$ cat src/rtl/vga_timing_core.sv
// vga_timing_core
// Parametrised raster timing generator. A clock-enable divider produces one
// pixel tick every CLK_DIV clk cycles; horizontal/vertical counters advance on
// each tick, and all outputs are registered from the pre-advance counter decode.
//
// Ports:
//   clk         system clock
//   rst_n       synchronous active-low reset (priority over en)
//   en          run enable; 0 freezes divider, counters and outputs
//   hsync       horizontal sync, asserted level HSYNC_POL
//   vsync       vertical sync, asserted level VSYNC_POL
//   col, row    current pixel coordinates
//   visible     pixel lies inside the active area
//   pix_en      one-clk strobe on the first cycle of each new pixel
//   line_start  pix_en at col 0
//   frame_start pix_en at col 0, row 0
module vga_timing_core #(
    parameter int   H_VISIBLE = 640,
    parameter int   H_FP      = 16,
    parameter int   H_SYNC    = 96,
    parameter int   H_BP      = 48,
    parameter int   V_VISIBLE = 480,
    parameter int   V_FP      = 10,
    parameter int   V_SYNC    = 2,
    parameter int   V_BP      = 33,
    parameter int   CNT_W     = 10,
    parameter int   CLK_DIV   = 1,
    parameter logic HSYNC_POL = 1'b0,
    parameter logic VSYNC_POL = 1'b0
) (
    input  logic             clk,
    input  logic             rst_n,
    input  logic             en,
    output logic             hsync,
    output logic             vsync,
    output logic [CNT_W-1:0] col,
    output logic [CNT_W-1:0] row,
    output logic             visible,
    output logic             pix_en,
    output logic             line_start,
    output logic             frame_start
);

    localparam int H_TOTAL = H_VISIBLE + H_FP + H_SYNC + H_BP;
    localparam int V_TOTAL = V_VISIBLE + V_FP + V_SYNC + V_BP;
    localparam int DIV_W   = (CLK_DIV > 1) ? $clog2(CLK_DIV) : 1;

    // Boundaries pre-sized to the counter width so compares are width-exact.
    localparam logic [DIV_W-1:0] DIV_LAST = DIV_W'(CLK_DIV - 1);
    localparam logic [CNT_W-1:0] H_LAST   = CNT_W'(H_TOTAL - 1);
    localparam logic [CNT_W-1:0] V_LAST   = CNT_W'(V_TOTAL - 1);
    localparam logic [CNT_W-1:0] H_VIS    = CNT_W'(H_VISIBLE);
    localparam logic [CNT_W-1:0] V_VIS    = CNT_W'(V_VISIBLE);
    localparam logic [CNT_W-1:0] HS_BEG   = CNT_W'(H_VISIBLE + H_FP);
    localparam logic [CNT_W-1:0] HS_END   = CNT_W'(H_VISIBLE + H_FP + H_SYNC);
    localparam logic [CNT_W-1:0] VS_BEG   = CNT_W'(V_VISIBLE + V_FP);
    localparam logic [CNT_W-1:0] VS_END   = CNT_W'(V_VISIBLE + V_FP + V_SYNC);

    logic [DIV_W-1:0] div;
    logic [CNT_W-1:0] hcnt;
    logic [CNT_W-1:0] vcnt;
    logic             tick;
    logic             hs_act;
    logic             vs_act;
    logic             in_vis;

    // Decode of the current (pre-advance) position, registered on tick.
    always_comb begin
        tick   = en && (div == DIV_LAST);
        hs_act = (hcnt >= HS_BEG) && (hcnt < HS_END);
        vs_act = (vcnt >= VS_BEG) && (vcnt < VS_END);
        in_vis = (hcnt < H_VIS) && (vcnt < V_VIS);
    end

    always_ff @(posedge clk) begin
        if (!rst_n) begin
            div         <= '0;
            hcnt        <= '0;
            vcnt        <= '0;
            col         <= '0;
            row         <= '0;
            visible     <= 1'b0;
            hsync       <= ~HSYNC_POL;
            vsync       <= ~VSYNC_POL;
            pix_en      <= 1'b0;
            line_start  <= 1'b0;
            frame_start <= 1'b0;
        end else begin
            // Strobes last exactly one clk; they drop on the next cycle.
            pix_en      <= tick;
            line_start  <= tick && (hcnt == '0);
            frame_start <= tick && (hcnt == '0) && (vcnt == '0);

            if (en)
                div <= tick ? '0 : div + 1'b1;

            if (tick) begin
                col     <= hcnt;
                row     <= vcnt;
                visible <= in_vis;
                hsync   <= hs_act ? HSYNC_POL : ~HSYNC_POL;
                vsync   <= vs_act ? VSYNC_POL : ~VSYNC_POL;

                if (hcnt == H_LAST) begin
                    hcnt <= '0;
                    vcnt <= (vcnt == V_LAST) ? '0 : vcnt + 1'b1;
                end else begin
                    hcnt <= hcnt + 1'b1;
                end
            end
        end
    end

endmodule

$ cat config.mk
export PLATFORM = sky130hd
export DESIGN_NAME = vga_timing_core
export DESIGN_NICKNAME = d
export VERILOG_FILES = /design/src/rtl/vga_timing_core.sv
export SDC_FILE = /design/constraint.sdc
export NUM_CORES = 1
export LEC_CHECK = 0
export CAP_MARGIN = 40
export CELL_PAD_IN_SITES_DETAIL_PLACEMENT = 1
export CELL_PAD_IN_SITES_GLOBAL_PLACEMENT = 1
export CORE_MARGIN = 1.5
export CORE_UTILIZATION = 39
export DETAILED_ROUTE_END_ITERATION = 7
export HOLD_SLACK_MARGIN = 0.02
export PLACE_DENSITY_LB_ADDON = 0.1
export SYNTH_ARGS = -nofsm -noshare
export SYNTH_HDL_FRONTEND = slang
export SYNTH_SLANG_ARGS = --single-unit
$ cat constraint.sdc
create_clock -name clk -period 4.15 [get_ports clk]
set_input_delay 1.245 -clock clk [delete_from_list [all_inputs] [get_ports clk]]
set_output_delay 1.245 -clock clk [all_outputs]
set_load 0.1 [all_outputs]
# Word-level counts from Yosys, hierarchy flattened
# Cells that the tools add are included.
# totals
ff_bits,47
in_bits,3
# classes
n_bitwise,1
n_lt_le_gt_ge,6
mux,5
addsub,3
n_eq_ne,2
n_reduce_logical,9
# op_table
cell,n
"10-bit by 1-bit adder with 10-bit output, second input constant",2
"10-bit == test, second input constant",2
10-bit zero test,2
"10-bit < comparator, second input constant",2
"10-bit by 9-bit < comparator with 1-bit output, second input constant",2
10-bit two-way mux,2
"10-bit greater-or-equal comparator, second input constant",1
"10-bit by 9-bit greater-or-equal comparator with 1-bit output, second input constant",1
1-bit logical AND,6
1-bit two-way mux,3
2-bit AND reduction,1
"1-bit adder, second input constant",1
1-bit NOT,1

# Logic depth before layout (Yosys ltp)
# Gate-level depths: netlist of the first run.
# depth
word_depth,4
depth_mapped,7
ltp_nobuf,6

# Least setup slack after synthesis of the first run
# OpenSTA, ideal clock, no wires.
# synth_timing
kind,input port to flip-flop
startpoint,input en
endpoint,register vcnt[7]
n_path_buf,1
path_stages,5
required_ns,4.077
setup_ns,0.073
arrival_time_ns,2.586
path_slack_ns,1.491
cell_sequence,nand2b_1 > or4_1 > buf_2 > or4_1 > a21oi_1
# synth_between
elab_chain_cells,2
# synth_lines
item,line,text
start: declaration,33,"input logic en,"
1-bit logical AND,69,tick = en && (div == DIV_LAST);
2-bit AND reduction (no line),--,
end signal: assignment,106,vcnt <= (vcnt == V_LAST) ? '0 : vcnt + 1'b1;
end: declaration,61,logic [CNT_W-1:0] vcnt;
# Every way passes these cells.
# A chain may end at the register's enable or synchronous reset.

# Worst setup path in the final report of the first run
# layout_timing
startpoint,input en
endpoint,register vcnt[8]
# Same word-level chain as after synthesis.

==> flow_summary.toml, run 1 <==
[die]
start_util_pct = 40.4
core_sq_um = 5110
row_count = 26
die_area_sq_um = 5740
die_w_um = 75.8
die_y_um = 75.8
ios = 29

[cts]
clkLatencyLatePin_ns = 0.30
numCtsBuffers = 5
root_buffer = "clkbuf_8"
hold_buffers = 0
cts_resized = 0
post_cts.repair.setup_buffers = 0
clockBufferDepth = 2
cts_tree = "yes"
numClockSinks = 47
htreeDepth = 2
clkTransAtPathRegs_ns = 0.09

[place]
hpwl_um = 4220
port-buffer-count = 28
place.gp.congestion = 0.772

[logic_synthesis]
yosys.area_share.xor_xnor_pct = 2.54
yosys.area_share.adder_pct = 3.03
synth_top_area_share_pct = 45.5
synth_edf_count = 0
synthTopCellsByArea = "dfxtp_1 46%, nand2_1 9.8%, a21boi_0 9.4%"
ys_top_cells_by_count = "54 x nand2_1, 47 x dfxtp_1, 26 x a21boi_0"
ys.flop_type = "dfxtp_1"
syn_nets = 254
yosys.area.top_type = "dfxtp_1"
ys_types = 40
yosysMostFrequentCell = "nand2_1"
syn_area_sq_um = 2070
yosysWarnings = 0
syn_inst = 246
synth_simple_gate_area_share_pct = 27.1
synth_top_family_by_area = "simple AND/OR/NAND/NOR gates"
syn_area_per_cell_sq_um = 8.40
synth_mux_area_share_pct = 0
synthArstFlopShare_pct = 0
ys_ff_latch = 47
ys_seq_area_share_pct = 45.5
synth_compound_area_share_pct = 17.0

[worst_setup_path]
critPathMaxFanout = 18
endpoint_kind = "flop"
critPathLaunch = "en"
r2r_cells = 5
critical_path_class = "primary input to flop"
startpoint_type = "primary input"
critical_path_arrival_ns = 3.47
worstPathRequired_ns = 4.31
rr_endpoint = "vcnt[8]"
r2r_slack_ns = 1.60
rr_startpoint = "hcnt[1]"

[sta]
fin_skew_ns = 0.00642
fin_crit_sh_pct = 79.8
relSlewSlack_pct = 50.7
tns_ns = 0
maxSlewViolCount = 0
rsz0062_at_grt = "false"
fmax_mhz = 302
worst_pin_slew_ns = 0.732
finalCriticalPeriod_ns = 3.31
setup_violations = 0
hold_viol = 0

[power_and_ir_drop]
pwr-share-comb_pct = 9.3
internal_power_w = 0.000680
peakVddDrop_v = 0.000175
p_seq_share_pct = 51.1
netSwitchingFraction_pct = 24.3
switchingPower_w = 0.000219
power_leakage_nw = 1.02
clkPwrFrac_pct = 39.6
power_density_nw_per_um2 = 308

[cells_and_area]
syn_to_final_growth_pct = 41.1
final_util_pct = 57.1
diodes = 0
layout-drive-gt1-share_pct = 14.2
nets = 302

[hold_path]
hold_end = "row[4]"
hold-path-cell-count = 2
min_from = "row[4]"
worst_hold_path_type = "flop to flop"

[grt]
antenna_found_initial = 0
grt_pass1_vias = 1858
grt_start_max_net_pins = 31
overflow = 0
grt_pass1_wl_um = 9590
grt_usage_pct = 22.6

[route]
drc_errors = 0
drt-total-wl_um = 5930
drtPass1Iterations = 5
drtIter0Drc = 97
vias = 1932
avgRoutedWirePerCell_um = 16.3
vias_per_cell = 5.29
antenna_left = 0

[job]
max-cap-violations = 0

[run_status]
run_status = "complete, no violations"
[cells by family after synthesis]
family | count (synthesis)
AO/OA/AOI/OAI | 51
XOR/XNOR | 6
adder cells (fa/ha/maj) | 5
buffers and inverters | 24
flip-flops | 47
AND/OR/NAND/NOR | 113
[cells in the final DEF, fill, tap and decap left out, drive strengths merged, types with 3 or more instances in the layout]
cell type / n
ha: 5
a21boi: 26
clkdlybuf4s50: 28
nand2: 54
xnor2: 3
inv: 7
o21ai: 6
clkbuf: 6
or3: 5
and2: 3
nand4: 7
dfxtp: 47
nand3: 10
buf: 30
xor2: 3
nor3: 6
a21oi: 8
nor2: 8
o31ai: 5
or4: 5
[registers in the layout (all words and copies together), names as in the netlist]
name and cells:
div 1, vsync 1, col 10, row 10
hsync 1, frame_start 1, line_start 1, vcnt 10
pix_en 1, hcnt 10, visible 1
[how the worst max path moves through the flow]
stage / cells past startpoint / slack [ns] / to
after CTS: 5 / 0.86 / vcnt[8]
after global placement: 5 / 0.64 / vcnt[9]
after detailed placement: 5 / 0.53 / vcnt[8]
after floorplan: 5 / 1.49 / vcnt[7]
final: 5 / 0.84 / vcnt[8]
after global routing: 5 / 0.71 / vcnt[9]
[power groups by stage]
stage,Clock (W),Sequential (W),Combinational [W]
3_3_place_gp,0,0.000469,0.0000708
5_1_grt,0.000382,0.000460,0.0000891
4_1_cts,0.000360,0.000459,0.0000843
6_report,0.000356,0.000459,0.0000838
2_1_floorplan,0,0.000496,0.0000245
3_5_place_dp,0,0.000470,0.0000840
[routing by layer]
metal,track usage [%],up-vias,part of all wire (%)
met3,4.76,6,2.6
met5,0,-,0
met1,29.8,945,46
met2,38.0,35,50
met4,5.36,0,0.99
li1,-,946,-
[area by class of cell]
type / count / area (sq um)
Multi-Input combinational cell: 175 / 1030
Inverter: 7 / 26.3
Timing Repair Buffer: 58 / 713
Clock inverter: 2 / 35.0
Fill cell: 598 / 2190
Tap cell: 70 / 87.6
Clock buffer: 6 / 82.6
Sequential cell: 47 / 941
[metrics by stage]
step | hold WS, ns | setup WS, ns | area, sq um | total power [W] | instances
2_1_floorplan | 0.460 | 1.49 | 2070 | 0.000520 | 246
3_3_place_gp | 0.452 | 0.639 | 2390 | 0.000540 | 331
3_5_place_dp | 0.457 | 0.533 | 2800 | 0.000554 | 357
4_1_cts | 0.469 | 0.864 | 2910 | 0.000904 | 365
5_1_grt | 0.501 | 0.711 | 2910 | 0.000931 | 365
6_report | 0.464 | 0.839 | 2910 | 0.000899 | 365
[worst max-delay path, cell delays in order]
cell	delay, ns
clkdlybuf4s50_1	0.54
nand2b_1	0.11
or4_1	0.79
o21ai_0	0.70
a21oi_1	0.09
(Power assumes the default switching activity.)
==> inputs of run 2 (changes only) <==
==> constraint.sdc (replaced) <==
create_clock -name clk -period 3.4 [get_ports clk]
set_input_delay 1.02 -clock clk [delete_from_list [all_inputs] [get_ports clk]]
set_output_delay 1.02 -clock clk [all_outputs]
set_load 0.1 [all_outputs]
==> flow_summary.toml, run 2 (synthesis results as in run 1) <==
[sta]
hold_slack_ns = 0.465
hold_viol = 0
rsz0062_at_grt = "false"
fin_crit_sh_pct = 82.8
worst_pin_slew_ns = 0.598
fmax_mhz = 355
fin_skew_ns = 0.00929
maxSlewViolCount = 0
relSlewSlack_pct = 59.7
tns_ns = 0
finalCriticalPeriod_ns = 2.82
setup_violations = 0

[die]
core_sq_um = 5110
die_area_sq_um = 5740
die_w_um = 75.8
ios = 29
die_y_um = 75.8
start_util_pct = 40.4
row_count = 26

[cts]
numClockSinks = 47
cts_tree = "yes"
cts_resized = 0
numCtsBuffers = 5
htreeDepth = 2
root_buffer = "clkbuf_8"
post_cts.repair.setup_buffers = 0
clkLatencyLatePin_ns = 0.31
clkTransAtPathRegs_ns = 0.08
clockBufferDepth = 2
hold_buffers = 0

[grt]
overflow = 0
grt_pass1_wl_um = 8220
grt_start_max_net_pins = 37
grt_usage_pct = 19.5
grt_pass1_vias = 1638
antenna_found_initial = 0

[route]
drt-total-wl_um = 5190
avgRoutedWirePerCell_um = 15.3
vias_per_cell = 5.34
drc_errors = 0
drtPass1Iterations = 4
vias = 1814
antenna_left = 0
drtIter0Drc = 42

[power_and_ir_drop]
pwr-share-comb_pct = 7.8
internal_power_w = 0.000816
power_density_nw_per_um2 = 437
p_seq_share_pct = 52.2
clkPwrFrac_pct = 40.0
switchingPower_w = 0.000257
netSwitchingFraction_pct = 23.9
peakVddDrop_v = 0.000204
power_leakage_nw = 0.881

[cells_and_area]
layout-drive-gt1-share_pct = 15.9
final_cell_mix = "54 x nand2_1, 47 x dfxtp_1, 31 x buf_4"
nets = 277
nFillCells = 663
syn_to_final_growth_pct = 18.8
diodes = 0
layout_commonest_cell = "nand2_1"

[worst_setup_path]
startpoint_type = "primary input"
critPathBufInv = 2
cp_top_family = "simple AND/OR/NAND/NOR gates"
path_cells = "clkdlybuf4s50_1, nand2b_1, or4_1, buf_4, or3_1, a21oi_1"
critical_path_arrival_ns = 3.05
slowest_stage = "or4_1"
endpoint_kind = "flop"
critPathMaxFanout = 11
critical_path_class = "primary input to flop"
slowest_delay_ns = 0.72
worstPathRequired_ns = 3.64

[place]
port-buffer-count = 28
place.gp.congestion = 0.789
hpwl_um = 3560

[job]
max-cap-violations = 0

[hold_path]
worst_hold_path_type = "flop to flop"

[run_status]
run_status = "complete, no violations"
[run 2: cell count changes in the layout (fill, tap and decap cells not counted)]
cell and delta:
buf_8 -25, buf_16 -1, buf_4 +27, clkdlybuf4s50_1 -26
[run 2: metrics by stage]
step	cell area, sq um	util (%)	setup slack (ns)	cells	total power (W)
final	2450	48.0	0.583	340	0.00107
after global routing	2450	48.0	0.497	340	0.00111
after CTS	2450	48.0	0.577	340	0.00109
after detailed placement	2340	45.7	0.262	332	0.000658
after global placement	2340	45.7	0.309	332	0.000658
after floorplan	2070	-	0.966	246	0.000635
[run 2: final timing paths]
check / start / to / slack [ns] / cells after the start
max: en / vcnt[3] / 0.58 / 6
min: col[4] / col[4] / 0.47 / 2
max reg2reg: hcnt[1] / vcnt[3] / 1.07 / 6
min reg2reg: col[4] / col[4] / 0.47 / 2
[run 2: cell type report]
cell class	count	area, sq um	share of cell area, %
multi-input cells	175	1030	41.9
flip-flops and latches	47	941	38.3
repair buffers	33	253	10.3
well taps	70	87.6	3.57
clock buffers	6	82.6	3.37
clock inverters	2	35.0	1.43
inverters	7	26.3	1.07
[run 2: tightest hold or removal path: cells and delay by family, from the launching register on]
family	cells	cell delay, ns
flip-flops	1	0.31
AND/OR/NAND/NOR	1	0.04
AO/OA/AOI/OAI	1	0.06
[run 2: layer usage]
layer  part of all wire [%]  global-route usage, %  wire (um)
met5                      0                      0          0
met4                    1.6                   6.55         81
met3                    4.0                   4.50        205
met2                     45                   30.1       2340
met1                     49                   26.9       2560
[run 2: power by group through the flow]
| stage | sequential [W] | clock, W | combinational, W |
|---|---|---|---|
| floorplan | 0.000605 | 0 | 0.0000300 |
| global placement | 0.000573 | 0 | 0.0000847 |
| detailed placement | 0.000573 | 0 | 0.0000850 |
| CTS | 0.000561 | 0.000444 | 0.0000854 |
| global route | 0.000562 | 0.000462 | 0.0000900 |
| finish | 0.000560 | 0.000429 | 0.0000839 |
==> inputs of run 3 (changes only) <==
==> constraint.sdc (replaced) <==
create_clock -name clk -period 2.65 [get_ports clk]
set_input_delay 0.795 -clock clk [delete_from_list [all_inputs] [get_ports clk]]
set_output_delay 0.795 -clock clk [all_outputs]
set_load 0.1 [all_outputs]
==> flow_summary.toml, run 3 (synthesis results as in run 1) <==
[power_and_ir_drop]
power_density_nw_per_um2 = 507
peakVddDrop_v = 0.000245
power_leakage_nw = 0.891

[cts]
clkTransAtPathRegs_ns = 0.08
htreeDepth = 2
clockBufferDepth = 2
root_buffer = "clkbuf_8"
cts_resized = 0
post_cts.repair.setup_buffers = 0
numCtsBuffers = 5
numClockSinks = 47
cts_tree = "yes"
hold_buffers = 0
clkLatencyLatePin_ns = 0.30

[worst_setup_path]
startpoint_type = "primary input"
critical_path_arrival_ns = 2.76
worstPathRequired_ns = 2.87
critical_path_class = "primary input to flop"
r2r_cells = 5
critPathMaxFanout = 7
endpoint_kind = "flop"

[sta]
tns_ns = 0
fin_crit_sh_pct = 95.6
hold_slack_ns = 0.468
maxSlewViolCount = 0
hold_viol = 0
finalCriticalPeriod_ns = 2.53
relSlewSlack_pct = 66.1
fin_skew_ns = 0.00775
worst_pin_slew_ns = 0.503
fmax_mhz = 395
rsz0062_at_grt = "false"
setup_violations = 0

[die]
ios = 29
start_util_pct = 40.4
die_area_sq_um = 5740
die_y_um = 75.8
row_count = 26
die_w_um = 75.8
core_sq_um = 5110

[grt]
grt_usage_pct = 19.9
grt_pass1_vias = 1690
grt_start_max_net_pins = 31
grt_pass1_wl_um = 8560
antenna_found_initial = 0
overflow = 0

[place]
hpwl_um = 3690
place_inst = 337
place.gp.congestion = 0.792
port-buffer-count = 28

[job]
max-cap-violations = 0

[cells_and_area]
final_util_pct = 48.3
layout_commonest_cell = "nand2_1"
nets = 282
nFillCells = 630
diodes = 0
syn_to_final_growth_pct = 19.4
final_cell_mix = "54 x nand2_1, 47 x dfxtp_1, 35 x buf_4"
layout-drive-gt1-share_pct = 16.7
stdcell_count = 345

[hold_path]
hold-path-cell-count = 2
worst_hold_path_type = "flop to flop"

[route]
antenna_left = 0
vias = 1766
drc_errors = 0
avgRoutedWirePerCell_um = 14.9
drt-total-wl_um = 5140
drtIter0Drc = 65
drtPass1Iterations = 4
vias_per_cell = 5.12

[run_status]
run_status = "complete, no violations"
-- run 3: changes by cell type in the layout (fill, tap and decap cells not counted), sizes merged --
cell	before	now
buf	31	36
bufinv	1	0
clkbuf	6	7
-- run 3: routing by layer --
layer / vias up / track usage, % / wire, um
met3: 2 / 4.76 / 137
li1: 900 / - / -
met2: 27 / 31.3 / 2380
met5: - / 0 / 0
met4: 0 / 4.76 / 22
met1: 837 / 27.6 / 2600
-- run 3: worst max-delay path, cell delays in order --
cell	delay, ns
clkdlybuf4s50_1	0.48
nand2b_1	0.08
or4_1	0.66
or4_1	0.55
a21oi_1	0.19
-- run 3: final cells by class --
type                    instances  area [sq um]  share of cell area, %
flip-flops and latches         47           941                   38.1
well taps                      70          87.6                   3.55
clock inverters                 1          5.00                  0.203
multi-input cells             175          1030                   41.7
repair buffers                 38           303                   12.3
inverters                       7          26.3                   1.06
clock buffers                   7          76.3                   3.09
-- run 3: per-stage QoR --
step | total power [W] | cell area (sq um) | worst slack (ns)
finish | 0.00125 | 2470 | 0.115
global route | 0.00130 | 2470 | 0.0678
CTS | 0.00127 | 2470 | 0.114
detailed placement | 0.000851 | 2390 | -0.179
global placement | 0.000851 | 2390 | -0.100
floorplan | 0.000815 | 2070 | 0.441
-- run 3: final timing paths --
check,startpoint,to,slack [ns]
max reg2reg,hcnt[1],vcnt[8],0.37
min reg2reg,col[3],col[3],0.47
min,col[3],col[3],0.47
max,en,vcnt[8],0.12
-- run 3: where the power goes --
group / switching [W] / internal [W] / total, W
clock network: 0.000233 / 0.000186 / 0.000419
logic: 0.0000803 / 0.0000334 / 0.000114
registers: 0.00000527 / 0.000714 / 0.000719
==> patch 1: new RTL, config.mk and constraints of run 3 <==
The parameter `CNT_W` goes from 10 to 20.
--- a/src/rtl/vga_timing_core.sv
+++ b/src/rtl/vga_timing_core.sv
@@ -23,7 +23,7 @@
     parameter int   V_FP      = 10,
     parameter int   V_SYNC    = 2,
     parameter int   V_BP      = 33,
-    parameter int   CNT_W     = 10,
+    parameter int   CNT_W     = 20,
     parameter int   CLK_DIV   = 1,
     parameter logic HSYNC_POL = 1'b0,
     parameter logic VSYNC_POL = 1'b0
Interface: changed (resized col and row); port bits go from 29 to 49. The function was not compared with the original's and may differ.
==> patch 1 against run 3 <==
Sequential power up 85%. Worst setup slack better by 300 ps. Synthesized area up 84%. Count of clock-buffer cells in the layout up 3. Clock power up 130%. Wire length up 79%. Sequential cell count up 40. Power up 95%. Sequential share of layout area up 0.19 points. Design area up 84%. Largest cell class unchanged. Largest power group unchanged. Highest routed layer unchanged.
==> patch 1: results (changes against run 3) <==
outcome finished clean; Yosys cell types 44 (+10%); worst skew pair latency 360 ps (+60 ps); RePlAce Congestion 0.7685 (-3.0%); total number of vias 3235 (+83%); synth top area cells dfxtp_1, nand2_1, a21boi_0; Rel. slew slack 60.69% (-5.4 points); layout cells sized above 1 17.03% (+0.31 points); IO Port Bufs 48 (+71%); Starting DRT DRC Count 61 (-6.2%); Crit Path Max Fanout 4 (-3); Crit path largest cell delay 480 ps (-180 ps); hold_sp col[5]; first-pass GRT wire length 15.39 mm (+80%); r2r endpoint vcnt[3]; M3 GR Usage 4.072% (-0.69 points); metal1 wirelength 4.395 mm (+69%); leak pwr 1.685 nW (+89%); Worst Hold Endpoint col[5]; Setup crit end vcnt[17]; met3 wire len 270 um (+97%); Routed WL 9.201 mm (+79%); met2 wire len 4.410 mm (+85%); met2 Use GR 32.10% (+0.80 points); most frequent cells after synthesis nand2_1, dfxtp_1, a21boi_0, nor2_1; dpl hpwl 6.473 mm (+75%); Mapped Nets 456 (+80%); Global Route met1 Usage 23.88% (-3.7 points); H-tree levels 3 (+1); register area share after synthesis 45.74% (+0.20 points); net total in the final layout 502 (+78%); clock skew 15.00 ps (+7.248 ps); Critical Path AT 2470 ps (-290 ps); pin count of the biggest net entering global routing 50 (+61%); CP max stage cell clkdlybuf4s50_1; Fillers 1165 (+85%); CTS Buf Count 9 (+4); peak supply drop 0.0002741 V (+12%)
patch 1: cell types whose count changed after synthesis, sizes merged, moves of 10 or more:
cell,run 3,this run
nor4,2,12
nand3,10,20
nand2,54,99
a21boi,26,45
dfxtp,47,87
xor2,3,14
nor2,8,35
patch 1: power by group:
group,switching (W),internal [W],total (W),leakage (nW)
Sequential,0.0000102,0.00132,0.00133,0.702
Combinational,0.000111,0.0000417,0.000153,0.880
Clock,0.000495,0.000467,0.000961,0.103
Total,0.000616,0.00183,0.00244,1.68
patch 1: kinds of logic (layout without fill, tap and decap cells):
family,count (synthesis),after routing,share of synthesized area [%]
flip-flops,87,87,45.74
buffers and inverters,34,85,3.549
AND/OR/NAND/NOR,223,223,29.05
AO/OA/AOI/OAI,73,73,14.03
adder cells (fa/ha/maj),5,5,1.643
XOR/XNOR,26,26,5.981
patch 1: through the flow:
stage | hold WS (ps) | instance area [um2] | total power, W | setup slack [ps] | std cells
floorplan | 463.7 | 3807 | 0.001467 | 506.1 | 448
global placement | 452.3 | 4338 | 0.001510 | 107.8 | 612
detailed placement | 458.2 | 4338 | 0.001513 | 63.70 | 612
CTS | 469.7 | 4544 | 0.002475 | 424.6 | 628
global route | 491.7 | 4544 | 0.002544 | 223.9 | 628
finish | 464.8 | 4544 | 0.002441 | 413.2 | 628
patch 1: layout make-up:
type / count / area, um2 / share of cell area (%)
clock buffers: 10 / 137.6 / 3.029
clock inverters: 6 / 68.82 / 1.514
inverters: 7 / 26.28 / 0.5782
multi-input cells: 327 / 1938 / 42.65
flip-flops and latches: 87 / 1742 / 38.33
well taps: 129 / 161.4 / 3.552
repair buffers: 62 / 470.5 / 10.35
patch 1: critical path, delay by kind of cell:
kind          cells  cell delay (ps)
buf+inv           2              600
xor+xnor          1              180
simple gates      4              900
==> patch 2: new RTL, config.mk and constraints of run 3 <==
Without the edit above. Make the reset (`rst_n`) asynchronous in one clocked block. Comments in the files are not updated.
--- a/src/rtl/vga_timing_core.sv
+++ b/src/rtl/vga_timing_core.sv
@@ -72,7 +72,7 @@
         in_vis = (hcnt < H_VIS) && (vcnt < V_VIS);
     end
 
-    always_ff @(posedge clk) begin
+    always_ff @(posedge clk or negedge rst_n) begin
         if (!rst_n) begin
             div         <= '0;
             hcnt        <= '0;
Function: differs if rst_n is asserted again (counterexample within 4 cycles, from zero or initial values and one cycle with rst_n low); with rst_n held inactive, the same outputs for 10 cycles.
==> patch 2 against run 3 <==
Sequential share of layout area rose by 8.7 points. Non-clock buffer count decreased by 2. Sequential cell count unchanged. Wire length fell by 6.9%. Synthesized area grew 2.7%. Design area increased by 1.9%. Worst setup slack gained 320 ps. Critical path type unchanged.
Power is not compared: it rests on default switching activity, and its combinational part moved more than twofold at a synthesized area within 25%.
==> patch 2: results (changes against run 3) <==
Setup crit end vcnt[8]; layout cells sized above 1 19.44% (+2.7 points); period utilization 83.59% (-12 points); Fillers 606 (-3.8%); WL/cell 14.86 um (-0.24%); Critical Path AT 2400 ps (-360 ps); synth top area cells dfrtp_1, nand2_1, o21ai_0; IO Port Bufs 28 (unchanged); RePlAce Congestion 0.7556 (-4.6%); Starting DRT DRC Count 85 (+31%); asr flop ratio synth 100.0% (+100 points); most frequent cells after synthesis nand2_1, dfrtp_1, o21ai_0, clkbuf_1, nand3_1; total number of vias 1634 (-7.5%); vias per cell 5.075 (-0.87%); worst hold-check path type in -> async; Avg Cell Area, Syn 9.602 um2 (+14%); net total in the final layout 259 (-8.2%); vias in the first global route 1786 (+5.7%); Yosys cell types 41 (+2.5%); Mapped Nets 229 (-9.8%); first-pass GRT wire length 8.769 mm (+2.4%); pre-CTS WS 111.9 ps (+290.6 ps); Crit path largest cell delay 490 ps (-170 ps); Top Family by Delay on Critical Path buffers and inverters; H-tree levels 2 (unchanged); sequential cell area 0.001179 mm2 (+25%); RR Startpoint hcnt[7]; r2r endpoint vcnt[3]; Crit Path Max Fanout 20 (+13); outcome finished clean; hold_ws 477.3 ps (+9.714 ps); R2R Setup Slk 650 ps (+280 ps)
-- patch 2: cell types whose count changed after synthesis, moves of 4 or more --
cell	run 3	this run
nand4_1	7	3
dfxtp_1	47	0
nand2_1	54	66
o21ai_0	6	14
a21oi_1	8	2
a21boi_0	26	0
dfrtp_1	0	45
or4_1	5	0
-- patch 2: power by group through the flow --
stage / clock (W) / sequential (W) / combinational (W)
after floorplan: 0 / 0.00125 / 0.000210
after global placement: 0 / 0.000954 / 0.000658
after detailed placement: 0 / 0.000953 / 0.000664
after CTS: 0.000439 / 0.000939 / 0.000664
after global routing: 0.000459 / 0.000965 / 0.000700
final: 0.000420 / 0.000938 / 0.000655
-- patch 2: worst register-to-register path, cell delays in order (launching register included) --
cell	delay [ps]
dfrtp_1	470
or3_4	430
or4_4	590
or3_1	360
o21ai_0	70
-- patch 2: cells by family (layout without fill, tap and decap cells) --
| family | Yosys count | after routing | share of synthesized area [%] |
|---|---|---|---|
| AO/OA/AOI/OAI | 27 | 27 | 7.784 |
| adder cells (fa/ha/maj) | 5 | 5 | 2.948 |
| XOR/XNOR | 10 | 10 | 4.127 |
| flip-flops | 47 | 47 | 55.54 |
| buffers and inverters | 19 | 50 | 3.832 |
| AND/OR/NAND/NOR | 113 | 113 | 25.77 |
-- patch 2: layout make-up --
class / instances / area share, %
Sequential cell: 47 / 46.87
Inverter: 6 / 0.8955
Clock buffer: 7 / 3.035
Clock inverter: 1 / 0.1990
Tap cell: 70 / 3.483
Timing Repair Buffer: 36 / 11.24
Multi-Input combinational cell: 155 / 34.28
-- patch 2: metal layers --
metal | up-vias | share of wire, % | track usage, %
li1 | 797 | - | -
met4 | 0 | 1.7 | 7.222
met2 | 16 | 48 | 31.59
met1 | 814 | 48 | 24.50
met5 | - | 0 | 0
met3 | 7 | 1.8 | 2.500
